### config.mk
export PLATFORM = sky130hd
export DESIGN_NAME = chip_burst_sequencer_flat
export DESIGN_NICKNAME = d
export VERILOG_FILES = /design/src/rtl/chip_burst_sequencer_pkg.sv /design/src/rtl/chip_burst_sequencer_if.sv /design/src/rtl/chip_burst_sequencer_rd_capture.sv /design/src/rtl/chip_burst_sequencer.sv /design/src/flat_wrapper.sv
export SDC_FILE = /design/constraint.sdc
export NUM_CORES = 1
export LEC_CHECK = 0
export CORE_MARGIN = 1.5
export CORE_UTILIZATION = 37
export CTS_CLUSTER_SIZE = 10
export DETAILED_ROUTE_END_ITERATION = 6
export GPL_ROUTABILITY_DRIVEN = 0
export PLACE_DENSITY = 0.66
export SLEW_MARGIN = 40
export SYNTH_ARGS = -nofsm -noshare
export SYNTH_HDL_FRONTEND = slang
export SYNTH_SLANG_ARGS = --single-unit
### constraint.sdc
create_clock -name clk -period 3.2 [get_ports clk]
set_input_delay 0.64 -clock clk [delete_from_list [all_inputs] [get_ports clk]]
set_output_delay 0.64 -clock clk [all_outputs]
set_load 0.005 [all_outputs]
### src/rtl/chip_burst_sequencer_pkg.sv
// rtl/chip_burst_sequencer_pkg.sv - shared types and column helper for the Chip burst sequencer
package chip_seq_pkg;

    typedef enum logic [1:0] {
        IDLE  = 2'd0,
        BURST = 2'd1,
        DRAIN = 2'd2
    } state_e;

    // Sequential burst order: low lbl bits advance and wrap inside the aligned block.
    function automatic logic [31:0] burst_col(input logic [31:0] start,
                                              input logic [31:0] beat,
                                              input int          lbl);
        logic [31:0] mask;
        mask = (32'd1 << lbl) - 32'd1;
        return (start & ~mask) | ((start + beat) & mask);
    endfunction

endpackage

### src/rtl/chip_burst_sequencer_if.sv
// rtl/chip_burst_sequencer_if.sv - burst request / read response bundle
interface chip_burst_sequencer_if #(
    parameter int BGWIDTH      = 2,
    parameter int BAWIDTH      = 2,
    parameter int CHWIDTH      = 5,
    parameter int COLWIDTH     = 10,
    parameter int DEVICE_WIDTH = 4,
    parameter int BL           = 8
);
    logic                         req_valid;
    logic                         req_ready;
    logic                         req_write;
    logic [BGWIDTH-1:0]           req_bg;
    logic [BAWIDTH-1:0]           req_ba;
    logic [CHWIDTH-1:0]           req_row;
    logic [COLWIDTH-1:0]          req_col;
    logic [BL*DEVICE_WIDTH-1:0]   req_wdata;
    logic                         rd_resp_valid;
    logic [BL*DEVICE_WIDTH-1:0]   rd_resp_data;

    modport master (
        output req_valid, req_write, req_bg, req_ba, req_row, req_col, req_wdata,
        input  req_ready, rd_resp_valid, rd_resp_data
    );

    modport slave (
        input  req_valid, req_write, req_bg, req_ba, req_row, req_col, req_wdata,
        output req_ready, rd_resp_valid, rd_resp_data
    );
endinterface

### src/rtl/chip_burst_sequencer_rd_capture.sv
// rtl/chip_burst_sequencer_rd_capture.sv - read-latency delay line and dqout slot capture
module chip_seq_rd_capture #(
    parameter int DEVICE_WIDTH = 4,
    parameter int BL           = 8,
    parameter int READ_LAT     = 1,
    localparam int LBL         = $clog2(BL),
    localparam int IW          = (LBL > 0) ? LBL : 1
) (
    input  logic                       clk,
    input  logic                       reset_n,
    input  logic                       beat_fire,
    input  logic [IW-1:0]              beat_idx,
    input  logic [DEVICE_WIDTH-1:0]    dq,
    output logic                       cap_done,
    output logic                       resp_valid,
    output logic [BL*DEVICE_WIDTH-1:0] resp_data
);
    // Stage 0 marks the cycle a beat is on the pins; stage READ_LAT is when dqout is valid.
    localparam int D = READ_LAT + 1;

    logic [D-1:0]  vld;
    logic [IW-1:0] idx [D];

    assign cap_done = vld[D-1] && (idx[D-1] == IW'(BL - 1));

    always_ff @(posedge clk or negedge reset_n) begin
        if (!reset_n) begin
            vld        <= '0;
            resp_valid <= 1'b0;
            resp_data  <= '0;
            for (int k = 0; k < D; k++) idx[k] <= '0;
        end else begin
            vld        <= {vld[D-2:0], beat_fire};
            idx[0]     <= beat_idx;
            for (int k = 1; k < D; k++) idx[k] <= idx[k-1];
            resp_valid <= cap_done;
            if (vld[D-1]) resp_data[idx[D-1]*DEVICE_WIDTH +: DEVICE_WIDTH] <= dq;
        end
    end
endmodule

### src/rtl/chip_burst_sequencer.sv
// rtl/chip_burst_sequencer.sv - turns single-request bursts into per-bank per-beat Chip drive
module chip_burst_sequencer
    import chip_seq_pkg::*;
#(
    parameter int BGWIDTH      = 2,
    parameter int BANKGROUPS   = 4,
    parameter int BAWIDTH      = 2,
    parameter int COLWIDTH     = 10,
    parameter int CHWIDTH      = 5,
    parameter int DEVICE_WIDTH = 4,
    parameter int BL           = 8,
    parameter int READ_LAT     = 1,
    localparam int BANKSPERGROUP = 2**BAWIDTH
) (
    input  logic                    clk,
    input  logic                    reset_n,
    chip_burst_sequencer_if.slave   req,
    output logic                    rd_o_wr [BANKGROUPS][BANKSPERGROUP],
    output logic [DEVICE_WIDTH-1:0] dqin    [BANKGROUPS][BANKSPERGROUP],
    output logic [CHWIDTH-1:0]      row     [BANKGROUPS][BANKSPERGROUP],
    output logic [COLWIDTH-1:0]     column  [BANKGROUPS][BANKSPERGROUP],
    input  logic [DEVICE_WIDTH-1:0] dqout   [BANKGROUPS][BANKSPERGROUP]
);
    localparam int LBL = $clog2(BL);
    localparam int CW  = LBL + 1;
    localparam int IW  = (LBL > 0) ? LBL : 1;
    localparam int DW  = DEVICE_WIDTH;
    localparam int WW  = BL * DW;

    state_e              state;
    logic [CW-1:0]       beat_cnt;
    logic                lat_write;
    logic [BGWIDTH-1:0]  lat_bg;
    logic [BAWIDTH-1:0]  lat_ba;
    logic [CHWIDTH-1:0]  lat_row;
    logic [COLWIDTH-1:0] lat_col;
    logic [WW-1:0]       lat_wdata;

    logic                accept, load_beat, cap_done;
    logic                s_write;
    logic [BGWIDTH-1:0]  s_bg;
    logic [BAWIDTH-1:0]  s_ba;
    logic [CHWIDTH-1:0]  s_row;
    logic [COLWIDTH-1:0] s_col;
    logic [WW-1:0]       s_wdata;
    logic [IW-1:0]       beat_idx;
    logic [COLWIDTH-1:0] beat_col;
    logic [DW-1:0]       beat_dq;
    logic [DW-1:0]       sel_dq;
    logic                hit [BANKGROUPS][BANKSPERGROUP];

    assign accept    = (state == IDLE) && req.req_valid;
    assign load_beat = accept || ((state == BURST) && (beat_cnt < CW'(BL)));

    // Beat 0 is driven on the accept edge, straight from the request fields.
    assign s_write  = accept ? req.req_write : lat_write;
    assign s_bg     = accept ? req.req_bg    : lat_bg;
    assign s_ba     = accept ? req.req_ba    : lat_ba;
    assign s_row    = accept ? req.req_row   : lat_row;
    assign s_col    = accept ? req.req_col   : lat_col;
    assign s_wdata  = accept ? req.req_wdata : lat_wdata;
    assign beat_idx = accept ? '0 : beat_cnt[IW-1:0];
    assign beat_col = COLWIDTH'(burst_col(32'(s_col), 32'(beat_idx), LBL));
    assign beat_dq  = s_write ? s_wdata[beat_idx*DW +: DW] : '0;
    assign sel_dq   = dqout[lat_bg][lat_ba];

    for (genvar g = 0; g < BANKGROUPS; g++) begin : g_bg
        for (genvar b = 0; b < BANKSPERGROUP; b++) begin : g_ba
            assign hit[g][b] = load_beat && (s_bg == BGWIDTH'(g)) && (s_ba == BAWIDTH'(b));
        end
    end

    always_ff @(posedge clk or negedge reset_n) begin
        if (!reset_n) begin
            state     <= IDLE;
            req.req_ready <= 1'b1;
            beat_cnt  <= '0;
            lat_write <= 1'b0;
            lat_bg    <= '0;
            lat_ba    <= '0;
            lat_row   <= '0;
            lat_col   <= '0;
            lat_wdata <= '0;
        end else begin
            case (state)
                IDLE: begin
                    if (accept) begin
                        lat_write     <= req.req_write;
                        lat_bg        <= req.req_bg;
                        lat_ba        <= req.req_ba;
                        lat_row       <= req.req_row;
                        lat_col       <= req.req_col;
                        lat_wdata     <= req.req_wdata;
                        beat_cnt      <= CW'(1);
                        req.req_ready <= 1'b0;
                        state         <= BURST;
                    end
                end
                BURST: begin
                    if (beat_cnt == CW'(BL)) begin
                        if (lat_write) begin
                            state         <= IDLE;
                            req.req_ready <= 1'b1;
                        end else begin
                            state <= DRAIN;
                        end
                    end else begin
                        beat_cnt <= beat_cnt + CW'(1);
                    end
                end
                DRAIN: begin
                    if (cap_done) begin
                        state         <= IDLE;
                        req.req_ready <= 1'b1;
                    end
                end
                default: begin
                    state         <= IDLE;
                    req.req_ready <= 1'b1;
                end
            endcase
        end
    end

    always_ff @(posedge clk or negedge reset_n) begin
        if (!reset_n) begin
            for (int g = 0; g < BANKGROUPS; g++) begin
                for (int b = 0; b < BANKSPERGROUP; b++) begin
                    rd_o_wr[g][b] <= 1'b0;
                    dqin[g][b]    <= '0;
                    row[g][b]     <= '0;
                    column[g][b]  <= '0;
                end
            end
        end else begin
            for (int g = 0; g < BANKGROUPS; g++) begin
                for (int b = 0; b < BANKSPERGROUP; b++) begin
                    rd_o_wr[g][b] <= hit[g][b] ? s_write  : 1'b0;
                    dqin[g][b]    <= hit[g][b] ? beat_dq  : '0;
                    row[g][b]     <= hit[g][b] ? s_row    : '0;
                    column[g][b]  <= hit[g][b] ? beat_col : '0;
                end
            end
        end
    end

    chip_seq_rd_capture #(
        .DEVICE_WIDTH (DEVICE_WIDTH),
        .BL           (BL),
        .READ_LAT     (READ_LAT)
    ) u_rd_capture (
        .clk        (clk),
        .reset_n    (reset_n),
        .beat_fire  (load_beat && !s_write),
        .beat_idx   (beat_idx),
        .dq         (sel_dq),
        .cap_done   (cap_done),
        .resp_valid (req.rd_resp_valid),
        .resp_data  (req.rd_resp_data)
    );
endmodule

### src/flat_wrapper.sv
// flat-port wrapper written by rule: the top's interface ports become plain ports
module chip_burst_sequencer_flat import chip_seq_pkg::*;
#(
    parameter int BGWIDTH      = 2,
    parameter int BANKGROUPS   = 4,
    parameter int BAWIDTH      = 2,
    parameter int COLWIDTH     = 10,
    parameter int CHWIDTH      = 5,
    parameter int DEVICE_WIDTH = 4,
    parameter int BL           = 8,
    parameter int READ_LAT     = 1,
    localparam int BANKSPERGROUP = 2**BAWIDTH
)
  (clk, reset_n, rd_o_wr, dqin, row, column, dqout, req_req_valid, req_req_write, req_req_bg, req_req_ba, req_req_row, req_req_col, req_req_wdata, req_req_ready, req_rd_resp_valid, req_rd_resp_data);
  chip_burst_sequencer_if #(.BGWIDTH(BGWIDTH), .BAWIDTH(BAWIDTH), .CHWIDTH(CHWIDTH), .COLWIDTH(COLWIDTH), .DEVICE_WIDTH(DEVICE_WIDTH), .BL(BL)) req_i ();
  input  logic clk;
  input  logic reset_n;
  output logic rd_o_wr[BANKGROUPS][BANKSPERGROUP];
  output logic [DEVICE_WIDTH-1:0] dqin[BANKGROUPS][BANKSPERGROUP];
  output logic [CHWIDTH-1:0] row[BANKGROUPS][BANKSPERGROUP];
  output logic [COLWIDTH-1:0] column[BANKGROUPS][BANKSPERGROUP];
  input  logic [DEVICE_WIDTH-1:0] dqout[BANKGROUPS][BANKSPERGROUP];
  input wire logic [$bits(req_i.req_valid)-1:0] req_req_valid;
  input wire logic [$bits(req_i.req_write)-1:0] req_req_write;
  input wire logic [$bits(req_i.req_bg)-1:0] req_req_bg;
  input wire logic [$bits(req_i.req_ba)-1:0] req_req_ba;
  input wire logic [$bits(req_i.req_row)-1:0] req_req_row;
  input wire logic [$bits(req_i.req_col)-1:0] req_req_col;
  input wire logic [$bits(req_i.req_wdata)-1:0] req_req_wdata;
  output wire logic [$bits(req_i.req_ready)-1:0] req_req_ready;
  output wire logic [$bits(req_i.rd_resp_valid)-1:0] req_rd_resp_valid;
  output wire logic [$bits(req_i.rd_resp_data)-1:0] req_rd_resp_data;
  assign req_i.req_valid = req_req_valid;
  assign req_i.req_write = req_req_write;
  assign req_i.req_bg = req_req_bg;
  assign req_i.req_ba = req_req_ba;
  assign req_i.req_row = req_req_row;
  assign req_i.req_col = req_req_col;
  assign req_i.req_wdata = req_req_wdata;
  assign req_req_ready = req_i.req_ready;
  assign req_rd_resp_valid = req_i.rd_resp_valid;
  assign req_rd_resp_data = req_i.rd_resp_data;
  chip_burst_sequencer #(.BGWIDTH(BGWIDTH), .BANKGROUPS(BANKGROUPS), .BAWIDTH(BAWIDTH), .COLWIDTH(COLWIDTH), .CHWIDTH(CHWIDTH), .DEVICE_WIDTH(DEVICE_WIDTH), .BL(BL), .READ_LAT(READ_LAT)) u_core (.clk(clk), .reset_n(reset_n), .req(req_i), .rd_o_wr(rd_o_wr), .dqin(dqin), .row(row), .column(column), .dqout(dqout));
endmodule
==> impl_metrics.csv, run 1 <==
group,metric,value,unit
clock_tree,ctsResizeCount,0,
logic_synthesis,synth.avg_cell_area,12.3,µm²
sta,clock.fmax,397,MHz
worst_setup_path,r2r-start,"u_core.state[0]$_DFFE_PN0P_",
pwr,power_frac_clock,26.8,%
pwr,combPwrFrac,34.8,%
worst_hold_path,hp-class,"input port to asynchronous set/reset pin",
clock_tree,clk_latency,0.57,ns
sta,hold_viol,0,
sta,relSlewSlack,50.3,%
floorplan,core_area,0.0389,mm²
placed_design,post-place-ws,0.0704,ns
sta,timing.final.crit_period,2.52,ns
global_route,antenna_found_initial,3,
clock_tree,cts.sink_count,420,
clock_tree,root_buffer,"clkbuf_16",
logic_synthesis,synth_cells,1196,
worst_setup_path,required,3.70,ns
logic_synthesis,ys_seq_elements,420,
pwr,static-leakage-power,10.2,nW
global_route,gr-total-overflow,0,
clock_tree,ctsLongestPathBuffers,3,
final_layout,most-common-layout-cells,"clkdlybuf4s50_1 (471), dfrtp_1 (417), nor2_1 (320)",
pwr,intPower,11.8,mW
drt,wire_per_inst,20.0,µm
sta,skew,0.0122,ns
floorplan,initial_utilization,37.7,%
floorplan,rows,72,
sta,drv_slew,0,
floorplan,fp.dieH,202,µm
clock_tree,cts_tree,"done",
worst_setup_path,critPathSlowestCell,"clkdlybuf4s50_1",
pwr,switchingPower,6.32,mW
logic_synthesis,seq_area_frac_synth,71.6,%
flow_run,drv_cap,0,
global_route,grt.total_usage,22.3,%
clock_tree,cts_buffers,49,
clock_tree,ctsHtreeMaxLevel,2,
final_layout,final_common_cell,"clkdlybuf4s50_1",
drt,wirelength,44.9,mm
floorplan,dieArea,0.0409,mm²
pwr,vdd.ir_drop.worst,0.000536,V
logic_synthesis,ys_types,55,
worst_setup_path,end_kind,"register",
worst_setup_path,path_class,"input port to register",
final_layout,drive_above_1_share,10.5,%
global_route,grt_pass1_vias,11200,
drt,drtIter0Drc,484,
worst_setup_path,cp-start-kind,"input port",
clock_tree,clk_pin_slew,0.05,ns
floorplan,dieWidth,202,µm
worst_setup_path,critical_path.max_stage_delay,0.54,ns
clock_tree,cts_setup_buffers,0,
worst_setup_path,arrival,3.01,ns
logic_synthesis,synth_area,0.0147,mm²
logic_synthesis,synth_fp_nets,1322,
pwr,power_density,841,mW/mm²
worst_setup_path,path_buf_inv,3,
final_layout,area_growth,47.1,%
global_route,grt_max_degree,75,
pwr,seqPwrFrac,38.4,%
sta,rsz0062_at_grt,"no",
drt,drc,0,
worst_setup_path,crit_family,"simple AND/OR/NAND/NOR gates",
outcome,status,"finished, final reports clean",
clock_tree,postCtsHoldBufs,0,
drt,ant_nets,0,
sta,setup_ws,0.683,ns
logic_synthesis,yosysWarnings,0,
sta,setup_viol,0,
placed_design,dpl.hpwl,32.3,mm
worst_setup_path,critPathMaxFanout,15,
worst_setup_path,startpoint,"req_req_valid",
placed_design,portBuffers,472,
global_route,grt_pass1_wl,68.4,mm
sta,tns,0,ns
sta,post-route-period-util,78.7,%
final_layout,final_nets,1830,
drt,via_per_inst,4.66,
sta,worst_pin_slew,0.730,ns
drt,detail_route.first_pass.iterations,4,
worst_setup_path,crit_chain,"clkdlybuf4s50_1 -> nor3b_4 -> buf_4 -> mux2i_4 -> inv_2 -> nor2_4 -> nand2_2 -> nor2_1",
floorplan,pin_count,473,
drt,vias,10400,
pwr,swShare,34.8,%
power groups by stage:
stage | clock network, mW | registers (mW) | logic, mW
5_1_grt | 5.19 | 7.10 | 6.85
3_3_place_gp | 0 | 7.02 | 6.29
3_5_place_dp | 0 | 7.06 | 6.35
6_report | 4.87 | 6.97 | 6.31
2_1_floorplan | 0 | 6.82 | 3.20
4_1_cts | 4.97 | 6.98 | 6.39
worst reg2reg max path, stage by stage, from the launching register on:
cell and delay, ns:
dfrtp_1 0.50, or3b_4 0.47, buf_4 0.26, mux2i_1 0.16
buf_4 0.18, nor3_1 0.42, nand2_1 0.22, nor2_1 0.15
routing by layer:
layer / track usage [%] / wire length (µm)
met5: 0 / 0
met2: 36.9 / 22100
met1: 28.3 / 18600
met4: 8.70 / 1300
met3: 5.48 / 2880
path summary, 6_finish.rpt:
kind                            slack, ns  cells past startpoint                              endpoint
worst max-delay path                 0.68                      8          u_core.column[117]$_DFF_PN0_
worst min-delay path                 0.04                      1            u_core.column[8]$_DFF_PN0_
worst max register to register       0.76                      7             u_core.dqin[19]$_DFF_PN0_
worst min register to register       0.35                      0  u_core.u_rd_capture.idx[0]$_DFF_PN0_
max in group asynchronous            2.28                      2      u_core.req.req_ready$_DFFE_PN1P_
min in group clk                     0.35                      0  u_core.u_rd_capture.idx[0]$_DFF_PN0_
stage by stage:
step | instances | instance area, µm² | hold slack (ns) | utilization (%) | power, mW
4_1_cts | 2237 | 21600 | 0.0709 | 55.4 | 18.3
3_3_place_gp | 2171 | 20200 | 0.336 | 51.9 | 13.3
3_5_place_dp | 2171 | 20200 | 0.337 | 51.9 | 13.4
5_1_grt | 2240 | 21600 | 0.0762 | 55.4 | 19.1
2_1_floorplan | 1196 | 14700 | 0.331 | - | 10.0
6_report | 2240 | 21600 | 0.0422 | 55.4 | 18.2
state kept, by name, indices dropped and copies added, names as in the netlist, 4 cells and up:
name                           flops
u_core.column                    160
u_core.lat_row                     5
u_core.lat_wdata                  32
u_core.dqin                       64
u_core.rd_o_wr                    16
u_core.lat_col                    10
u_core.u_rd_capture.resp_data     32
u_core.u_rd_capture.idx            6
u_core.row                        80
u_core.beat_cnt                    4
synthesized netlist by cell type (all sizes together):
| master | n | share of area, % |
|---|---|---|
| o21ai | 29 | 0.99 |
| xor2 | 4 | 0.24 |
| or2 | 2 | 0.085 |
| o2111ai | 1 | 0.060 |
| a2bb2oi | 1 | 0.060 |
| nand3 | 5 | 0.17 |
| mux4 | 15 | 2.3 |
| a31oi | 2 | 0.13 |
| or3b | 1 | 0.077 |
| nand4 | 3 | 0.13 |
| a21boi | 3 | 0.18 |
| or4 | 2 | 0.10 |
| nor3b | 3 | 0.19 |
| dfrtp | 419 | 71 |
| a21o | 1 | 0.051 |
| nor2b | 4 | 0.17 |
| a22oi | 1 | 0.051 |
| nand2 | 183 | 4.8 |
| a221oi | 5 | 0.42 |
| a21bo | 1 | 0.068 |
| o21bai | 1 | 0.051 |
| o31a | 2 | 0.12 |
| clkbuf | 10 | 0.26 |
| ha | 6 | 0.51 |
| mux2i | 30 | 3.1 |
| a41oi | 2 | 0.22 |
| or3 | 3 | 0.13 |
| buf | 54 | 2.2 |
| fa | 1 | 0.14 |
| nor2 | 328 | 8.7 |
| mux2 | 11 | 0.84 |
| nand3b | 3 | 0.15 |
| dfstp | 1 | 0.18 |
| and3 | 2 | 0.085 |
| inv | 44 | 1.1 |
| a21oi | 4 | 0.14 |
| a2111oi | 1 | 0.10 |
| and2 | 1 | 0.043 |
| nor3 | 6 | 0.27 |
| nand2b | 1 | 0.043 |
cells by family (layout without fill, tap and decap cells):
| group | Yosys count | in the layout | synth area share, % |
|---|---|---|---|
| fa+ha+maj | 7 | 7 | 0.648 |
| flops | 420 | 420 | 71.6 |
| compound gates | 54 | 54 | 2.64 |
| xor+xnor | 4 | 4 | 0.239 |
| simple gates | 547 | 547 | 15.1 |
| buf+inv | 108 | 631 | 3.56 |
| other cells | 0 | 3 | 0 |
| mux | 56 | 56 | 6.22 |
cell type report:
| class | instances | area [µm²] |
|---|---|---|
| Multi-Input combinational cell | 668 | 3660 |
| Tap cell | 518 | 648 |
| Inverter | 44 | 165 |
| Clock buffer | 60 | 1300 |
| Sequential cell | 420 | 10500 |
| Antenna cell | 3 | 7.51 |
| Fill cell | 3251 | 17300 |
| Clock inverter | 6 | 60.1 |
| Timing Repair Buffer | 521 | 5220 |
Power figures use the tool's default switching activity.
==> inputs of run 2 (changes only) <==
- clock period: 3.2 -> 2.48 ns (I/O delays scaled with it)
==> impl_metrics.csv, run 2 (same netlist as run 1, synthesis figures left out) <==
group,metric,value,unit
placed_design,portBuffers,472,
placed_design,dpl.hpwl,32.7,mm
pwr,power_density,1090,mW/mm²
floorplan,rows,72,
worst_setup_path,startpoint,"u_core.state[1]$_DFFE_PN0P_",
floorplan,pin_count,473,
global_route,antenna_found_initial,3,
worst_setup_path,cp-start-kind,"register",
clock_tree,root_buffer,"clkbuf_16",
floorplan,core_area,0.0389,mm²
worst_setup_path,crit_chain,"or3b_4 -> buf_4 -> buf_4 -> nand2_1 -> a221oi_1 -> o31a_1 -> buf_12 -> nor2_1",
clock_tree,cts.sink_count,420,
global_route,grt_max_degree,71,
drt,wirelength,44.8,mm
final_layout,largestRegisters,"u_core.column x160, u_core.row x80, u_core.dqin x64",
global_route,gr-total-overflow,0,
drt,detail_route.first_pass.iterations,4,
drt,drc,0,
sta,hold_viol,0,
sta,skew,0.0128,ns
drt,wire_per_inst,19.6,µm
worst_setup_path,r2r-start,"u_core.state[1]$_DFFE_PN0P_",
sta,post-route-period-util,91.3,%
sta,relSlewSlack,49.7,%
global_route,grt.total_usage,22.3,%
drt,ant_nets,0,
worst_setup_path,reg2reg_to,"u_core.dqin[36]$_DFF_PN0_",
clock_tree,cts_setup_buffers,0,
sta,timing.final.crit_period,2.26,ns
worst_hold_path,hp-class,"register to register",
outcome,status,"finished, final reports clean",
worst_setup_path,crit_family,"simple AND/OR/NAND/NOR gates",
pwr,static-leakage-power,10.5,nW
worst_setup_path,path_class,"register to register",
worst_setup_path,r2r_cells,8,
clock_tree,cts_tree,"done",
final_layout,design_area,0.0221,mm²
global_route,grt_pass1_wl,68.2,mm
clock_tree,ctsHtreeMaxLevel,2,
pwr,vdd.ir_drop.worst,0.000693,V
worst_setup_path,critical_path.max_stage_delay,0.49,ns
worst_setup_path,crit_path_end,"u_core.dqin[36]$_DFF_PN0_",
sta,rsz0062_at_grt,"no",
floorplan,dieWidth,202,µm
sta,fin_hold_ws,0.350,ns
final_layout,fillers,3259,
final_layout,final_common_cell,"clkdlybuf4s50_1",
floorplan,initial_utilization,37.7,%
drt,drtIter0Drc,492,
worst_setup_path,path_buf_inv,3,
sta,tns,0,ns
worst_setup_path,critPathMaxFanout,20,
final_layout,final_nets,1876,
drt,via_per_inst,4.63,
final_layout,drive_above_1_share,12.7,%
final_layout,largest_reg_flops,160,
sta,worst_pin_slew,0.750,ns
clock_tree,clk_latency,0.56,ns
sta,drv_slew,0,
sta,clock.fmax,442,MHz
drt,vias,10600,
worst_setup_path,arrival,2.74,ns
final_layout,top_register,"u_core.column",
clock_tree,clk_pin_slew,0.05,ns
global_route,grt_pass1_vias,11200,
worst_setup_path,cp.depth,8,
flow_run,drv_cap,0,
clock_tree,ctsLongestPathBuffers,3,
clock_tree,cts_buffers,48,
pwr,p_total,24.1,mW
worst_setup_path,critPathSlowestCell,"dfrtp_1",
worst_setup_path,end_kind,"register",
worst_setup_path,required,2.95,ns
floorplan,dieArea,0.0409,mm²
worst_setup_path,reg2reg_slack,0.22,ns
worst_setup_path,path_common_cell,"buf_4",
final_layout,area_growth,50.9,%
final_layout,most-common-layout-cells,"clkdlybuf4s50_1 (471), dfrtp_1 (419), nor2_1 (320)",
floorplan,fp.dieH,202,µm
sta,setup_viol,0,
placed_design,placed_cell_area,0.0208,mm²
## run 2: cell types whose count changed in the layout (fill, tap and decap cells not counted), sizes merged
cell	previous run	this run
inv	45	44
clkbuf	60	58
bufinv	0	1
buf	50	96
dlygate4sd3	0	1
clkinv	5	2
## run 2: final cells by class
type | instances | area [µm²] | share of cell area [%]
clock buffer | 58 | 1290 | 5.83
clock inverter | 3 | 51.3 | 0.232
antenna | 3 | 7.51 | 0.0339
timing repair buffer | 568 | 5790 | 26.1
tap | 518 | 648 | 2.93
sequential | 420 | 10500 | 47.5
multi-input combinational | 668 | 3680 | 16.6
inverter | 44 | 165 | 0.746
## run 2: through the flow
step,cells,util [%],worst slack (ns)
global route,2282,56.9,0.0314
CTS,2279,56.9,0.223
finish,2282,56.9,0.216
global placement,2217,53.4,-0.244
detailed placement,2217,53.4,-0.280
floorplan,1196,-,-0.0346
## run 2: repair_timing
| action | CTS | global route |
|---|---|---|
| hold buffers | 1 | 0 |
| hold endpoints to repair | 47 | 0 |
| resized for setup | 0 | 0 |
## run 2: routing by layer
metal	GRT usage, %	vias to the layer above	wire [µm]
met5	0	-	0
li1	-	4839	-
met3	4.43	82	2390
met1	28.2	5298	18400
met4	9.92	0	1700
met2	37.3	337	22200
## run 2: power breakdown
group          switching (mW)  total [mW]  leakage, nW  internal, mW
clock                    2.52        6.23        0.657          3.71
sequential              0.759        8.87         5.66          8.12
combinational            4.78        8.98         4.23          4.20
## run 2: worst min-delay path by stage
stage	start	endpoint	cells past startpoint
6_report	u_core.u_rd_capture.idx[3]$_DFF_PN0_	u_core.u_rd_capture.idx[0]$_DFF_PN0_	0
2_1_floorplan	reset_n	u_core.beat_cnt[0]$_DFFE_PN0P_	0
3_5_place_dp	u_core.u_rd_capture.idx[3]$_DFF_PN0_	u_core.u_rd_capture.idx[0]$_DFF_PN0_	0
5_1_grt	u_core.u_rd_capture.idx[5]$_DFF_PN0_	u_core.u_rd_capture.idx[2]$_DFF_PN0_	0
4_1_cts	u_core.u_rd_capture.idx[3]$_DFF_PN0_	u_core.u_rd_capture.idx[0]$_DFF_PN0_	0
3_3_place_gp	u_core.u_rd_capture.vld[0]$_DFF_PN0_	u_core.u_rd_capture.vld[1]$_DFF_PN0_	0
## run 2: worst register-to-register path: stages, from the launching register on
cell,delay [ns]
dfrtp_1,0.49
or3b_4,0.46
buf_4,0.20
buf_4,0.22
nand2_1,0.15
a221oi_1,0.07
o31a_1,0.31
buf_12,0.17
nor2_1,0.13
==> inputs of run 3 (changes only) <==
--- a/config.mk
+++ b/config.mk
@@ -9,2 +9,3 @@
 export CORE_UTILIZATION = 37
+export CTS_BUF_LIST = sky130_fd_sc_hd__clkbuf_8
 export CTS_CLUSTER_SIZE = 10
--- a/constraint.sdc
+++ b/constraint.sdc
@@ -3,2 +3,2 @@
 set_output_delay 0.496 -clock clk [all_outputs]
-set_load 0.005 [all_outputs]
+set_load 0.05 [all_outputs]
==> impl_metrics.csv, run 3 (same netlist as run 1, synthesis figures left out) <==
group,metric,value,unit
outcome,status,"finished, final reports clean",
pwr,power_density,1180,mW/mm²
final_layout,largestRegisters,"u_core.column x160, u_core.row x80, u_core.dqin x64",
sta,drv_slew,0,
global_route,gr-total-overflow,0,
worst_setup_path,critPathMaxFanout,1,
sta,setup_viol,0,
floorplan,pin_count,473,
pwr,intPower,15.4,mW
sta,worst_pin_slew,0.721,ns
final_layout,most-common-layout-cells,"clkdlybuf4s50_1 (470), dfrtp_1 (419), nor2_1 (320)",
final_layout,final_nets,1897,
clock_tree,clk_pin_slew,0.06,ns
global_route,antenna_found_initial,3,
pwr,switchingPower,10.8,mW
pwr,swShare,41.2,%
final_layout,design_area,0.0221,mm²
final_layout,fillers,3270,
placed_design,dpl.hpwl,32.7,mm
sta,skew,0.0237,ns
sta,hold_viol,0,
sta,post-route-period-util,92.1,%
drt,wire_per_inst,19.1,µm
worst_setup_path,crit_path_end,"column[2]",
worst_setup_path,critPathSlowestCell,"clkdlybuf4s50_1",
worst_setup_path,crit_chain,"clkdlybuf4s50_1",
worst_setup_path,path_class,"register to output pin",
worst_setup_path,reg2reg_to,"u_core.dqin[46]$_DFF_PN0_",
floorplan,initial_utilization,37.7,%
worst_setup_path,required,1.98,ns
worst_hold_path,hp-class,"register to register",
drt,drc,0,
sta,rsz0062_at_grt,"no",
final_layout,seqCellArea,0.0105,mm²
floorplan,fp.dieH,202,µm
sta,clock.fmax,438,MHz
floorplan,rows,72,
placed_design,placed_cell_area,0.0208,mm²
global_route,grt.total_usage,22.3,%
placed_design,portBuffers,472,
pwr,combPwrFrac,44.2,%
pwr,p_total,26.2,mW
worst_setup_path,critical_path.max_stage_delay,0.84,ns
worst_setup_path,startpoint,"u_core.column[2]$_DFF_PN0_",
worst_setup_path,reg2reg_slack,0.24,ns
clock_tree,ctsHtreeMaxLevel,3,
final_layout,instances_no_fill,2342,
global_route,grt_pass1_vias,11400,
final_layout,top_register,"u_core.column",
drt,detail_route.first_pass.iterations,4,
clock_tree,ctsLongestPathBuffers,3,
drt,vias,10600,
clock_tree,cts_tree,"done",
flow_run,drv_cap,0,
worst_setup_path,cp-start-kind,"register",
drt,wirelength,44.8,mm
worst_setup_path,path_buf_inv,1,
clock_tree,cts_buffers,69,
pwr,seqPwrFrac,33.9,%
floorplan,core_area,0.0389,mm²
final_layout,multi_input_area,0.00368,mm²
clock_tree,cts.sink_count,420,
placed_design,post-place-ws,-0.280,ns
global_route,grt_pass1_wl,68.5,mm
floorplan,dieArea,0.0409,mm²
worst_setup_path,crit_family,"buffers and inverters",
clock_tree,clk_latency,0.58,ns
drt,ant_nets,0,
final_layout,final_common_cell,"clkdlybuf4s50_1",
sta,setup_ws,0.195,ns
worst_setup_path,cp.depth,1,
worst_setup_path,r2r_cells,8,
worst_setup_path,arrival,1.79,ns
clock_tree,cts_setup_buffers,0,
placed_design,dpl.cell_count,2217,
drt,via_per_inst,4.54,
final_layout,largest_reg_flops,160,
pwr,static-leakage-power,10.7,nW
global_route,grt_max_degree,71,
worst_setup_path,end_kind,"output pin",
pwr,power_frac_clock,21.9,%
worst_setup_path,r2r-start,"u_core.state[1]$_DFFE_PN0P_",
sta,timing.final.crit_period,2.28,ns
final_layout,drive_above_1_share,14.4,%
drt,drtIter0Drc,453,
floorplan,dieWidth,202,µm
sta,fin_hold_ws,0.332,ns
clock_tree,root_buffer,"clkbuf_8",
final_layout,area_growth,50.8,%
sta,relSlewSlack,51.6,%
pwr,vdd.ir_drop.worst,0.000656,V
[run 3: changes by cell type in the layout (fill, tap and decap cells not counted)]
cell             delta
clkbuf_1            -7
inv_1              +28
clkdlybuf4s50_1     -1
inv_6               +2
clkinv_8            -1
dlygate4sd2_1       +1
clkbuf_16          -50
clkinvlp_4          +3
clkbuf_8           +80
clkinv_2            +5
[run 3: repair_timing]
item,in CTS,in global routing
endpoints found under the hold margin,47,0
setup endpoints to repair,1,0
resized for setup,1,0
hold buffers,1,0
[run 3: layout make-up]
class | instances | share of cell area, %
antenna | 3 | 0.0339
clock inverter | 40 | 0.928
multi-input combinational | 668 | 16.6
sequential | 420 | 47.5
clock buffer | 81 | 5.04
timing repair buffer | 568 | 26.2
tap | 518 | 2.93
inverter | 44 | 0.747
[run 3: layer usage]
metal  GRT usage [%]  vias to the layer above  wire (µm)
met1            28.0                     5293      18400
met5               0                        -          0
met2            37.4                      359      22400
met4            9.95                        0       1560
met3            4.71                       88       2520
li1                -                     4900          -
[run 3: power groups by stage]
stage | sequential [mW] | combinational (mW) | clock, mW
final | 8.86 | 11.6 | 5.74
after global placement | 8.94 | 11.5 | 0
after detailed placement | 8.99 | 11.7 | 0
after floorplan | 11.4 | 4.29 | 0
after CTS | 8.87 | 11.7 | 5.90
after global routing | 9.01 | 12.4 | 6.20
[run 3: per-stage QoR]
step                utilization, %  setup TNS (ns)
global route                  56.8               0
floorplan                        -          -0.334
finish                        56.8               0
global placement              53.4          -33.40
detailed placement            53.4          -49.47
CTS                           56.8               0
[run 3: worst min-delay path by stage]
stage                                                 to  cells after the start                                  from
floorplan                 u_core.beat_cnt[0]$_DFFE_PN0P_                      0                               reset_n
global placement    u_core.u_rd_capture.vld[1]$_DFF_PN0_                      0  u_core.u_rd_capture.vld[0]$_DFF_PN0_
detailed placement  u_core.u_rd_capture.idx[0]$_DFF_PN0_                      0  u_core.u_rd_capture.idx[3]$_DFF_PN0_
CTS                 u_core.u_rd_capture.idx[2]$_DFF_PN0_                      0  u_core.u_rd_capture.idx[5]$_DFF_PN0_
global route        u_core.u_rd_capture.idx[2]$_DFF_PN0_                      0  u_core.u_rd_capture.idx[5]$_DFF_PN0_
finish              u_core.u_rd_capture.idx[2]$_DFF_PN0_                      0  u_core.u_rd_capture.idx[5]$_DFF_PN0_
